**src/rtl/spi_slave_gen.sv**
```systemverilog
// spi_slave_gen: SPI slave front-end, deserialises cmd/addr/data words from MOSI
// and serialises back-end read data onto MISO, with abort detection.
module spi_slave_gen #(
  parameter int DATA_W    = 8,
  parameter int CMD_W     = 2,
  parameter int MSB_FIRST = 1
) (
  input  logic                    clk,
  input  logic                    rst_n,
  input  logic                    SS_n,
  input  logic                    MOSI,
  output logic                    MISO,
  output logic [CMD_W+DATA_W-1:0] rx_data,
  output logic                    rx_valid,
  input  logic [DATA_W-1:0]       tx_data,
  input  logic                    tx_valid,
  output logic                    tx_ready,
  output logic                    frame_err,
  output logic                    busy
);
  localparam int RX_W = CMD_W + DATA_W;
  localparam int CW   = $clog2(RX_W + 1);
  typedef enum logic [2:0] {IDLE, CHK_CMD, WRITE, READ_ADD, READ_DATA, WAIT_TX, SEND, DONE} state_t;
  state_t            r_state, w_next;
  logic [CW-1:0]     r_cnt;
  logic [RX_W-1:0]   r_sr, w_sr;
  logic [DATA_W-1:0] r_tx;
  logic              r_rd_pending;
  logic              w_rx, w_last, w_abort, w_load_tx, w_send, w_send_end;
  always_ff @(posedge clk) r_state <= !rst_n ? IDLE : w_next;
  always_comb begin
    w_next = r_state;
    if (w_abort) w_next = IDLE;
    else case (r_state)
      IDLE:      w_next = SS_n ? IDLE : CHK_CMD;
      CHK_CMD:   w_next = !MOSI ? WRITE : r_rd_pending ? READ_DATA : READ_ADD;
      WRITE,
      READ_ADD:  w_next = w_last ? DONE : r_state;
      READ_DATA: w_next = w_last ? WAIT_TX : READ_DATA;
      WAIT_TX:   w_next = tx_valid ? SEND : WAIT_TX;
      SEND:      w_next = w_send_end ? DONE : SEND;
      DONE:      w_next = SS_n ? IDLE : DONE;
      default:   w_next = IDLE;
    endcase
  end
  always_comb begin
    tx_ready   = r_state == WAIT_TX;
    busy       = r_state != IDLE;
    w_rx       = r_state == WRITE || r_state == READ_ADD || r_state == READ_DATA;
    w_abort    = SS_n && r_state != IDLE && r_state != DONE;
    w_last     = w_rx && !SS_n && r_cnt == CW'(1);
    w_load_tx  = tx_ready && tx_valid && !SS_n;
    w_send     = r_state == SEND && !SS_n && r_cnt != '0;
    w_send_end = r_state == SEND && !SS_n && r_cnt == '0;
    w_sr       = MSB_FIRST != 0 ? {r_sr[RX_W-2:0], MOSI} : {MOSI, r_sr[RX_W-1:1]};
  end
  // r_cnt counts payload bits while receiving and remaining MISO bits while sending
  always_ff @(posedge clk) begin
    if (!rst_n) begin
      MISO         <= 1'b0;
      rx_data      <= '0;
      rx_valid     <= 1'b0;
      frame_err    <= 1'b0;
      r_rd_pending <= 1'b0;
      r_sr         <= '0;
      r_tx         <= '0;
      r_cnt        <= '0;
    end else begin
      rx_valid  <= w_last;
      frame_err <= w_abort;
      MISO      <= 1'b0;
      if (r_state == CHK_CMD) r_cnt <= CW'(RX_W);
      if (w_rx && !SS_n) begin
        r_cnt <= r_cnt - 1'b1;
        r_sr  <= w_sr;
      end
      if (w_last) rx_data <= w_sr;
      if (w_last && r_state == READ_ADD) r_rd_pending <= 1'b1;
      if (w_load_tx) begin
        MISO  <= MSB_FIRST != 0 ? tx_data[DATA_W-1] : tx_data[0];
        r_tx  <= MSB_FIRST != 0 ? tx_data << 1 : tx_data >> 1;
        r_cnt <= CW'(DATA_W - 1);
      end
      if (w_send) begin
        MISO  <= MSB_FIRST != 0 ? r_tx[DATA_W-1] : r_tx[0];
        r_tx  <= MSB_FIRST != 0 ? r_tx << 1 : r_tx >> 1;
        r_cnt <= r_cnt - 1'b1;
      end
      if (w_send_end) r_rd_pending <= 1'b0;
    end
  end
endmodule
```
**config.mk**
```make
export PLATFORM = sky130hd
export DESIGN_NAME = spi_slave_gen
export DESIGN_NICKNAME = d
export VERILOG_FILES = /design/src/rtl/spi_slave_gen.sv
export SDC_FILE = /design/constraint.sdc
export NUM_CORES = 1
export LEC_CHECK = 0
export ABC_CLOCK_PERIOD_IN_PS = 1800
export BUFFER_PORTS_ARGS = -buffer_cell sky130_fd_sc_hd__buf_2
export CAP_MARGIN = 20
export CORE_MARGIN = 2
export CORE_UTILIZATION = 49
export CTS_CLUSTER_DIAMETER = 30
export DETAILED_ROUTE_END_ITERATION = 8
export GPL_TIMING_DRIVEN = 0
export HOLD_SLACK_MARGIN = 0.1
export PLACE_DENSITY = 0.84
export RECOVER_POWER = 25
export REMOVE_ABC_BUFFERS = 1
export SYNTH_ARGS = -nofsm -noshare
export SYNTH_HDL_FRONTEND = slang
export SYNTH_SLANG_ARGS = --single-unit
```
**constraint.sdc**
```tcl
create_clock -name clk -period 1.8 [get_ports clk]
set_clock_uncertainty 0.15 [all_clocks]
set_input_delay 0.36 -clock clk [delete_from_list [all_inputs] [get_ports clk]]
set_output_delay 0.36 -clock clk [all_outputs]
set_load 0.02 [all_outputs]
```
==> flow_summary_export.csv <==
group,metric,value,unit
clock_tree,cts_root_buffer,"clkbuf_4",
drt,routed.top_layer,"met4",
layout,syn_to_final_growth,29.62,%
worst_setup_path,crit_family,"simple AND/OR/NAND/NOR gates",
global_route,gr-total-overflow,0,
global_route,antenna_found_initial,0,
drt,vias,1600,
sta,worstMarginPinSlew,0.7804,ns
logic_synthesis,postSynth.asyncResetShare,0,%
power,p_switching,0.3755,mW
logic_synthesis,synth.area.top_cells,"dfxtp_1 (44%), nand3_1 (6.2%), mux2i_1 (5.3%), nand2_1 (4.2%), o21ai_0 (4.1%)",
logic_synthesis,ys_top_cells_by_count,"dfxtp_1 (37), nand3_1 (21), nand2_1 (19), o21ai_0 (14), a21oi_1 (12)",
logic_synthesis,syn_inst,193,
layout,fin_nets,252,
placement,port_buffers,27,
drt,drc_errors,0,
worst_setup_path,cp_max_fo,7,
placement,hpwl,2.142,mm
power,power_frac_comb,11.8,%
clock_tree,clock_path_buffers,2,
drt,met2WireLength,2.050,mm
worst_setup_path,crit_path_start_kind,"flip-flop",
layout,drive_above_1_share,32.49,%
power,seqPwrFrac,58.8,%
logic_synthesis,synth.top_cell.area_share,43.72,%
clock_tree,cts_made_buffers,5,
power,intPower,1.056,mW
placement,post-place-ws,-0.7157,ns
worst_setup_path,cpPeakStageDelay,0.46,ns
floorplan,ios,28,
layout,fill_cells,273,
logic_synthesis,yosysWarnings,0,
worst_setup_path,path_class,"flip-flop to flip-flop",
floorplan,core,3337,sq um
clock_tree,cts.htree.levels,2,
worst_hold_path,hp-class,"input port to flip-flop",
global_route,grt_pass1_wl,6.686,mm
logic_synthesis,synthFlopType,"dfxtp_1",
clock_tree,cts.sinks,37,
drt,wl_met3,200,um
worst_setup_path,cp-end-kind,"flip-flop",
logic_synthesis,syn-cell-area,1694,sq um
drt,wl_per_cell,14.88,um
floorplan,dieWidth,62.80,um
sta,setup_ws,-0.09715,ns
sta,fin_setup_tns,-0.2337,ns
drt,wl,4.211,mm
sta,relSlewSlack,47.92,%
logic_synthesis,syn_area_per_cell,8.778,sq um
placement,gp_congestion,0.8085,
logic_synthesis,yosys.area.top_type,"dfxtp_1",
outcome,status,"finished with violations",
power,p_sw_share,26.23,%
sta,setup_violations,5,
sta,hold_slack,0.1101,ns
logic_synthesis,ys_types,42,
placement,placed_area,1826,sq um
power,cellPowerDensity,651.8,nW/um^2
outcome,violations,"negative setup slack",
worst_setup_path,cp.required,1.86,ns
drt,drt_iter0_markers,148,
power,p_clk_share,29.4,%
sta,rsz0062_at_grt,"yes",
sta,fin_crit_sh,105.4,%
power,power.leakage,0.7905,nW
clock_tree,cts.clk_slew.worst_paths,0.11,ns
logic_synthesis,ys_seq_elements,37,
worst_hold_path,worstHoldStart,"tx_data[0]",
global_route,grt_pass1_vias,1450,
worst_setup_path,cpMaxStageDelayCell,"or3b_4",
floorplan,rows,21,
clock_tree,cts_tree,"yes",
worst_setup_path,crit_path_start,"r_state[0]",
sta,fmax,0.5271,GHz
floorplan,die_area,3944,sq um
power,ir_worst_vdd,389.9,uV
floorplan,initial_core_util,50.77,%
drt,viasPerCell,5.654,
power,p_total,1.431,mW
clock_tree,clk_latency,0.34,ns
worst_setup_path,r2r_start,"r_state[0]",
drt,ant_nets,0,
floorplan,die_y,62.80,um
sta,fin_crit,1.897,ns
logic_synthesis,synth_most_common_cell,"dfxtp_1",
sta,hold_violations,0,
layout,antenna_cells,0,
global_route,grt_max_degree,25,
worst_setup_path,cp.arrival,1.95,ns
worst_setup_path,crit_chain,"or3b_4 -> a21oi_4 -> buf_6 -> mux2i_1 -> nor2_1",
drt,wl_met1,1.853,mm
sta,slew_viol_final,0,
run,maxCapViolations,0,
global_route,grt_util_all_layers,21.52,%
drt,dr.pass1.iters,4,
logic_synthesis,yosysSeqAreaShare,43.72,%
layout,fin_area,2196,sq um
worst_setup_path,crit_buf_inv,1,
logic_synthesis,synth-edff-count,0,
## worst min-delay path: stages
cell and delay (ns):
buf_2 0.09, nand2_1 0.05, a21oi_1 0.05
## flip-flops by register name (all words and copies together), names as in the netlist
register      cells
r_tx              7
frame_err         1
MISO              1
r_rd_pending      1
r_cnt             4
rx_data          10
r_sr              9
r_state           3
rx_valid          1
## power by group through the flow
stage / logic (mW) / clock network, mW / registers (mW)
floorplan: 0.0709 / 0 / 0.862
global placement: 0.111 / 0 / 0.866
detailed placement: 0.113 / 0 / 0.866
CTS: 0.150 / 0.431 / 0.839
global route: 0.183 / 0.470 / 0.843
finish: 0.169 / 0.421 / 0.841
## cell usage in the layout, fill, tap and decap left out, drive strengths merged, types with 2 or more instances in the layout
cell type / instances
a211oi: 5
a21oi: 12
a22oi: 8
a311oi: 2
a31oi: 4
and2: 2
buf: 42
clkbuf: 12
dfxtp: 37
ha: 3
inv: 5
mux2i: 9
nand2: 19
nand2b: 5
nand3: 21
nand4b: 2
nor2: 11
nor3: 2
o21ai: 14
o22ai: 2
or3b: 4
## kinds of logic after synthesis
logic type               share of synthesized area [%]
adder cells (fa/ha/maj)                          2.216
AO/OA/AOI/OAI                                    20.31
buffers and inverters                            4.726
flip-flops                                       43.72
multiplexers                                     5.982
AND/OR/NAND/NOR                                  22.53
XOR/XNOR                                        0.5171
## per-stage QoR
step           cells  util (%)
4_1_cts          276     62.28
5_1_grt          283     65.80
6_report         283     65.80
3_3_place_gp     253     54.71
2_1_floorplan    180         -
3_5_place_dp     253     54.71
## area by class of cell
type                    count  area (sq um)  area share [%]
well taps                  46         57.56           2.621
inverters                   5         18.77          0.8547
clock buffers               7         45.04           2.051
clock inverters             1         7.507          0.3419
flip-flops and latches     37         754.5           34.36
repair buffers             48         327.8           14.93
multi-input cells         139         984.7           44.84
## timing repair
action                     CTS  global route
pin swaps                    4             5
setup endpoints to repair   36            31
cloned                       1             0
gates resized for setup     21            28
hold buffers                 1             0
hold endpoints to repair     1             0
buffers inserted            13             7
## per-layer routing
layer	global-route usage (%)	vias up
li1	-	788
met1	26.29	756
met2	35.75	44
met3	5.045	12
met4	10.00	0
met5	0	-
## final timing paths
kind                     end  slack, ns  depth (start not counted)
setup / recovery     r_sr[0]       -0.1                          5
hold / removal       r_tx[1]       0.11                          3
setup reg to reg     r_sr[0]       -0.1                          5
hold reg to reg   rx_data[1]       0.30                          2
Power figures use the tool's default switching activity.
